<file path="config.mk">
export PLATFORM = sky130hd
export DESIGN_NAME = fm_step_engine
export DESIGN_NICKNAME = d
export VERILOG_FILES = /design/src/rtl/fm_pkg.sv /design/src/rtl/fm_lat_counter.sv /design/src/rtl/fm_step_engine.sv
export SDC_FILE = /design/constraint.sdc
export NUM_CORES = 1
export LEC_CHECK = 0
export CAP_MARGIN = 15
export CORE_MARGIN = 3
export CORE_UTILIZATION = 44
export CTS_CLUSTER_SIZE = 30
export DETAILED_ROUTE_END_ITERATION = 7
export PLACE_DENSITY = 0.86
export SYNTH_ARGS = -nofsm -noshare
export SYNTH_HDL_FRONTEND = slang
export SYNTH_SLANG_ARGS = --single-unit
</file>
<file path="constraint.sdc">
create_clock -name clk -period 4.2 [get_ports clk]
set_clock_uncertainty 0.1 [all_clocks]
set_input_delay 0.84 -clock clk [delete_from_list [all_inputs] [get_ports clk]]
set_output_delay 0.84 -clock clk [all_outputs]
set_load 0.01 [all_outputs]
</file>
<file path="src/rtl/fm_pkg.sv">
// Shared FM-index definitions: step-engine state encoding, default alphabet size,
// and the Occ-row slicing helper shared with multi-lane engines.
package fm_pkg;

    localparam int unsigned SYM_W_DEF = 2;
    localparam int unsigned ALPHA     = 1 << SYM_W_DEF;
    localparam int unsigned ROW_MAX_W = 512;
    localparam int unsigned CNT_MAX_W = 32;

    typedef enum logic [2:0] {
        ST_IDLE  = 3'd0,
        ST_ISSUE = 3'd1,
        ST_WAIT  = 3'd2,
        ST_CALC  = 3'd3,
        ST_DONE  = 3'd4
    } fm_state_e;

    // Extract the cnt_w-bit count of symbol sym from an Occ row (row zero-extended to ROW_MAX_W).
    function automatic logic [CNT_MAX_W-1:0] occ_slice(
        input logic [ROW_MAX_W-1:0] row,
        input int unsigned          sym,
        input int unsigned          cnt_w
    );
        logic [CNT_MAX_W-1:0] mask;
        mask = (cnt_w >= CNT_MAX_W) ? '1 : CNT_MAX_W'((64'd1 << cnt_w) - 64'd1);
        return CNT_MAX_W'(row >> (sym * cnt_w)) & mask;
    endfunction

endpackage

</file>
<file path="src/rtl/fm_lat_counter.sv">
// Saturating 3-bit down-counter that times the memory read latency of the step engine.
module fm_lat_counter
    import fm_pkg::*;
(
    input  logic       clk,
    input  logic       rst_n,
    input  logic       load_i,
    input  logic [2:0] load_val_i,
    input  logic       dec_i,
    output logic       zero_o
);

    localparam int unsigned LAT_W = 3;

    logic [LAT_W-1:0] cnt_q, cnt_d;
    logic             zero_q, zero_d;

    always_comb begin
        cnt_d = cnt_q;
        if (load_i) begin
            cnt_d = load_val_i;
        end else if (dec_i && (cnt_q != '0)) begin
            cnt_d = cnt_q - LAT_W'(1);
        end
        zero_d = (cnt_d == '0);
    end

    always_ff @(posedge clk or negedge rst_n) begin
        if (!rst_n) begin
            cnt_q  <= '0;
            zero_q <= 1'b1;
        end else begin
            cnt_q  <= cnt_d;
            zero_q <= zero_d;
        end
    end

    assign zero_o = zero_q;

endmodule

</file>
<file path="src/rtl/fm_step_engine.sv">
// One FM-index backward-search step: k' = C[a] + Occ(a,k-1) + 1, l' = C[a] + Occ(a,l),
// reading C/Occ memories of configurable latency behind a request/response handshake.
module fm_step_engine
    import fm_pkg::*;
#(
    parameter int unsigned SYM_W   = 2,
    parameter int unsigned IDX_W   = 8,
    parameter int unsigned CNT_W   = 8,
    parameter int unsigned MEM_LAT = 0
) (
    input  logic                            clk,
    input  logic                            rst_n,
    input  logic                            req_valid,
    output logic                            req_ready,
    input  logic [IDX_W-1:0]                req_k,
    input  logic [IDX_W-1:0]                req_l,
    input  logic [SYM_W-1:0]                req_sym,
    output logic                            rsp_valid,
    input  logic                            rsp_ready,
    output logic [IDX_W-1:0]                rsp_k,
    output logic [IDX_W-1:0]                rsp_l,
    output logic                            rsp_empty,
    output logic                            rsp_ovf,
    output logic                            ce_c_o,
    output logic [SYM_W-1:0]                addr_c_o,
    input  logic [CNT_W-1:0]                c_data_i,
    output logic                            ce_occ_o,
    output logic [IDX_W-1:0]                addr1_occ_o,
    output logic [IDX_W-1:0]                addr2_occ_o,
    input  logic [(2**SYM_W)*CNT_W-1:0]     occ1_i,
    input  logic [(2**SYM_W)*CNT_W-1:0]     occ2_i
);

    localparam int unsigned SUM_W = ((IDX_W > CNT_W) ? IDX_W : CNT_W) + 2;
    localparam int unsigned LAT_W = 3;

    fm_state_e        state_q, state_d;
    logic             req_ready_q, req_ready_d;
    logic             rsp_valid_q, rsp_valid_d;
    logic [IDX_W-1:0] rsp_k_q, rsp_k_d;
    logic [IDX_W-1:0] rsp_l_q, rsp_l_d;
    logic             rsp_empty_q, rsp_empty_d;
    logic             rsp_ovf_q, rsp_ovf_d;
    logic             ce_q, ce_d;
    logic [SYM_W-1:0] addr_c_q, addr_c_d;
    logic [IDX_W-1:0] addr1_q, addr1_d;
    logic [IDX_W-1:0] addr2_q, addr2_d;
    logic             k_zero_q, k_zero_d;

    logic             cnt_load_c;
    logic             cnt_dec_c;
    logic             cnt_zero;

    logic [CNT_W-1:0] occ1_cnt_c;
    logic [CNT_W-1:0] occ2_cnt_c;
    logic [SUM_W-1:0] c_ext_c;
    logic [SUM_W-1:0] k_sum_c;
    logic [SUM_W-1:0] l_sum_c;
    logic             sum_ovf_c;

    fm_lat_counter u_lat_cnt (
        .clk        (clk),
        .rst_n      (rst_n),
        .load_i     (cnt_load_c),
        .load_val_i (LAT_W'(MEM_LAT)),
        .dec_i      (cnt_dec_c),
        .zero_o     (cnt_zero)
    );

    // Full-width sums; Occ(a,-1) is forced to zero when k was zero.
    always_comb begin
        occ1_cnt_c = CNT_W'(occ_slice(ROW_MAX_W'(occ1_i), 32'(addr_c_q), CNT_W));
        occ2_cnt_c = CNT_W'(occ_slice(ROW_MAX_W'(occ2_i), 32'(addr_c_q), CNT_W));
        c_ext_c    = SUM_W'(c_data_i);
        k_sum_c    = c_ext_c + (k_zero_q ? '0 : SUM_W'(occ1_cnt_c)) + SUM_W'(1);
        l_sum_c    = c_ext_c + SUM_W'(occ2_cnt_c);
        sum_ovf_c  = (|k_sum_c[SUM_W-1:IDX_W]) | (|l_sum_c[SUM_W-1:IDX_W]);
    end

    always_comb begin
        state_d     = state_q;
        rsp_k_d     = rsp_k_q;
        rsp_l_d     = rsp_l_q;
        rsp_empty_d = rsp_empty_q;
        rsp_ovf_d   = rsp_ovf_q;
        addr_c_d    = addr_c_q;
        addr1_d     = addr1_q;
        addr2_d     = addr2_q;
        k_zero_d    = k_zero_q;
        cnt_load_c  = 1'b0;
        cnt_dec_c   = 1'b0;

        case (state_q)
            ST_IDLE: begin
                if (req_valid) begin
                    state_d    = ST_ISSUE;
                    addr_c_d   = req_sym;
                    addr1_d    = (req_k == '0) ? '0 : req_k - IDX_W'(1);
                    addr2_d    = req_l;
                    k_zero_d   = (req_k == '0);
                    cnt_load_c = 1'b1;
                end
            end
            ST_ISSUE: begin
                cnt_dec_c = 1'b1;
                state_d   = (MEM_LAT == 0) ? ST_CALC : ST_WAIT;
            end
            ST_WAIT: begin
                cnt_dec_c = 1'b1;
                if (cnt_zero) begin
                    state_d = ST_CALC;
                end
            end
            ST_CALC: begin
                state_d     = ST_DONE;
                rsp_k_d     = IDX_W'(k_sum_c);
                rsp_l_d     = IDX_W'(l_sum_c);
                rsp_empty_d = (k_sum_c > l_sum_c);
                rsp_ovf_d   = sum_ovf_c;
            end
            ST_DONE: begin
                if (rsp_ready) begin
                    state_d = ST_IDLE;
                end
            end
            default: state_d = ST_IDLE;
        endcase

        // Handshake and enable outputs are decoded from the next state so they stay registered.
        ce_d        = (state_d == ST_ISSUE) || (state_d == ST_WAIT) || (state_d == ST_CALC);
        req_ready_d = (state_d == ST_IDLE);
        rsp_valid_d = (state_d == ST_DONE);
    end

    always_ff @(posedge clk or negedge rst_n) begin
        if (!rst_n) begin
            state_q     <= ST_IDLE;
            req_ready_q <= 1'b1;
            rsp_valid_q <= 1'b0;
            rsp_k_q     <= '0;
            rsp_l_q     <= '0;
            rsp_empty_q <= 1'b0;
            rsp_ovf_q   <= 1'b0;
            ce_q        <= 1'b0;
            addr_c_q    <= '0;
            addr1_q     <= '0;
            addr2_q     <= '0;
            k_zero_q    <= 1'b0;
        end else begin
            state_q     <= state_d;
            req_ready_q <= req_ready_d;
            rsp_valid_q <= rsp_valid_d;
            rsp_k_q     <= rsp_k_d;
            rsp_l_q     <= rsp_l_d;
            rsp_empty_q <= rsp_empty_d;
            rsp_ovf_q   <= rsp_ovf_d;
            ce_q        <= ce_d;
            addr_c_q    <= addr_c_d;
            addr1_q     <= addr1_d;
            addr2_q     <= addr2_d;
            k_zero_q    <= k_zero_d;
        end
    end

    assign req_ready   = req_ready_q;
    assign rsp_valid   = rsp_valid_q;
    assign rsp_k       = rsp_k_q;
    assign rsp_l       = rsp_l_q;
    assign rsp_empty   = rsp_empty_q;
    assign rsp_ovf     = rsp_ovf_q;
    assign ce_c_o      = ce_q;
    assign ce_occ_o    = ce_q;
    assign addr_c_o    = addr_c_q;
    assign addr1_occ_o = addr1_q;
    assign addr2_occ_o = addr2_q;

endmodule

</file>
==> flow_summary.yaml <==
final_layout:
  multi_input_area_um2: 2000
  seqCellArea_um2: 1180
  layout-drive-gt1-share_pct: 12.8
  diodes: 0
  nets: 602
  design_area_um2: 4910
  syn_to_final_growth_pct: 48.8
  stdcell_count: 572
  nFillCells: 532
timing:
  final.min_clock_period_ps: 4050
  max_freq_mhz: 247
  fin_ws_ps: 146
  holdWs_ps: 391
  slew_violations: 0
  grt_setup_unrepaired: "no"
  hold_viol: 0
  setup_viol: 0
  tightest_slew_ps: 1050
  finalCritPeriodShare_pct: 96.5
  relSlewSlack_pct: 30.0
  finalSetupTns_ps: 0
run:
  maxCapViolCount: 0
power_and_ir_drop:
  p_leak_nw: 2.16
  vdd_ir_drop_max_v: 0.000396
  pwr_density_cell_nw_per_um2: 773
setup_path:
  cp.arrival_ps: 4140
  reg2reg_slack_ps: 260
  crit_type: "in -> reg"
  path_cells: "clkdlybuf4s50_1 > mux4_2 > ha_1 > fa_1 > buf_4 > a21o_1 > a21oi_1 > xor2_1 > ha_1 > nand4_1 > o22ai_1 > a2111oi_1 > o41ai_1"
  max_stage_delay_ps: 480
  crit_fanout: 2
  cp_common_cell: "ha_1"
  r2r_start: "addr_c_o[0]"
  slowest_stage: "mux4_2"
  crit_path_start_kind: "input pin"
  endpoint_kind: "register"
  crit_buf_inv: 2
  timing.rr.end: "rsp_empty"
  required_ps: 4280
  reg2regPathDepth: 14
  crit_family: "compound AO/OA/AOI/OAI gates"
placed_design:
  dp_cells: 564
  placed_cell_area_um2: 4790
  place_ws_ps: -225
  finalWeightedCongestion: 0.969
  portBuffers: 133
  dp_hpwl_mm: 7.65
yosys:
  synth_common_cells: "nand2_1 (64), dfrtp_1 (45), ha_1 (31)"
  synthTopCellsByArea: "dfrtp_1 (34%), ha_1 (12%), mux4_2 (10%), nand2_1 (7.3%), o21ai_1 (2.4%)"
  avgSynthCellArea_um2: 10.0
  yosysUniqueCellTypes: 48
  synthFlopType: "dfrtp_1"
  synth.most_common_cell: "nand2_1"
  ys.warnings.count: 0
  synth_edf_count: 0
  netlist.area_leader.share_pct: 34.1
  synthArstFlopShare_pct: 100
  yosysSeqAreaShare_pct: 35.7
  synth_area_leader_cell: "dfrtp_1"
  syn-cell-area_um2: 3300
  syn_nets: 457
  synth_cells: 330
  ys_ff_latch: 47
clock_network:
  cts_sinks: 47
  cts_root_buf: "clkbuf_8"
  post_cts_resize_count: 0
  cts_tree: "done"
  clk_pin_slew_ps: 100
  cts_buffers: 5
  cts_setup_buffers: 0
  cts-hold-fix-buffers: 0
  cts_buffer_depth: 2
  clkLatencyLatePin_ps: 300
  h-tree-depth: 2
global_route:
  grt_pass1_vias: 3258
  grt_antenna_before_repair: 0
  grt_use_total_pct: 22.2
  grt_pass1_wl_mm: 15.3
  grt_max_degree: 48
  gr-total-overflow: 0
die:
  std_cell_rows: 30
  die_w_um: 92.6
  floorplan.initialDensity_pct: 47.0
  die_y_um: 92.6
  design.core.area_um2: 7020
  io_pins: 134
  die-area_um2: 8570
min_path:
  hold_start: "rsp_k[6]"
  holdPathEnd: "rsp_k[6]"
  hp-class: "reg -> reg"
  holdPathStages: 2
route:
  avgRoutedWirePerCell_um: 16.2
  vias: 3016
  vias_per_cell: 5.27
  wirelength_mm: 9.28
  wl_met1_mm: 3.70
  drtIter0Drc: 82
  antenna_left: 0
  wl_met2_mm: 4.66
  drcViolationCount: 0
  routed.top_layer: "met4"
  drtPass1Iterations: 4
  met3_length_um: 770
outcome:
  status: "finished, final reports clean"
layout make-up:
cell class                      instances  area share, %
Sequential cell                        47           24.0
Timing Repair Buffer                  151           29.8
Clock inverter                          3          0.561
Clock buffer                            5           1.40
Tap cell                               96           2.45
Multi-Input combinational cell        255           40.7
Inverter                               15           1.15
report_power, final:
part / internal [mW] / switching [mW]
clock: 0.124 / 0.176
combinational: 1.36 / 1.26
sequential: 0.685 / 0.189
total: 2.17 / 1.62
cells in the final DEF (no fill, tap or decap), types with 2 or more instances in the layout:
cell / Yosys / final
clkdlybuf4s50_1: 0 / 132
nand2_1: 64 / 64
dfrtp_1: 45 / 45
ha_1: 31 / 31
nor2_1: 21 / 21
buf_4: 2 / 18
o21ai_1: 16 / 16
mux4_2: 15 / 15
inv_1: 15 / 15
a21oi_1: 15 / 14
o21ai_0: 12 / 12
nor2b_1: 9 / 9
xor2_1: 8 / 7
xnor2_1: 6 / 6
clkbuf_8: 0 / 5
o31ai_1: 4 / 4
a21o_1: 4 / 4
nand3b_1: 4 / 4
mux2_2: 4 / 4
a211oi_1: 5 / 3
nand2b_1: 3 / 3
a211oi_2: 1 / 3
o21a_1: 3 / 3
nor3_1: 3 / 3
mux2i_1: 2 / 2
o21bai_1: 2 / 2
and3_1: 2 / 2
nand4_1: 2 / 2
fa_1: 2 / 2
dfstp_2: 2 / 2
how the worst max path moves through the flow:
stage	start	end	cells after the start
final	occ2_i[24]	rsp_empty	13
after global routing	occ1_i[1]	rsp_empty	14
after CTS	occ2_i[16]	rsp_empty	13
after detailed placement	occ2_i[16]	rsp_empty	13
after global placement	occ2_i[24]	rsp_empty	13
after floorplan	addr_c_o[0]	rsp_empty	14
through the flow:
step | total power, mW | util [%]
floorplan | 2.43 | -
global placement | 3.32 | 68.2
detailed placement | 3.45 | 68.2
CTS | 3.76 | 69.6
global route | 4.11 | 69.9
finish | 3.79 | 69.9
cells by family (layout without fill, tap and decap cells):
kind of cell / after synthesis / count (layout) / synth area share (%)
AOI/OAI and AO/OA: 69 / 69 / 12.8
and+or+nand+nor: 116 / 116 / 16.9
adders and majority gates: 33 / 33 / 13.0
DFF: 47 / 47 / 35.7
muxes: 22 / 22 / 12.6
buffers and inverters: 28 / 174 / 4.47
xor gates and xnor gates: 15 / 15 / 4.55
worst min-delay path, cell delays in order (launching register included):
cell,delay [ps]
dfrtp_1,360
nand2_1,50
o31ai_1,50
per-layer routing:
metal / track usage [%] / vias up
li1: - / 1451
met4: 5.32 / 0
met5: 0 / -
met3: 6.34 / 11
met1: 26.4 / 1429
met2: 39.3 / 125
registers in the layout (all words and copies together) (netlist names):
register,cells
u_lat_cnt.zero_o,1
u_lat_cnt.cnt_q,3
ce_c_o,1
rsp_empty,1
addr1_occ_o,8
addr_c_o,2
state_q,3
rsp_k,8
addr2_occ_o,8
k_zero_q,1
req_ready,1
rsp_ovf,1
rsp_l,8
rsp_valid,1
(Power assumes the default switching activity.)
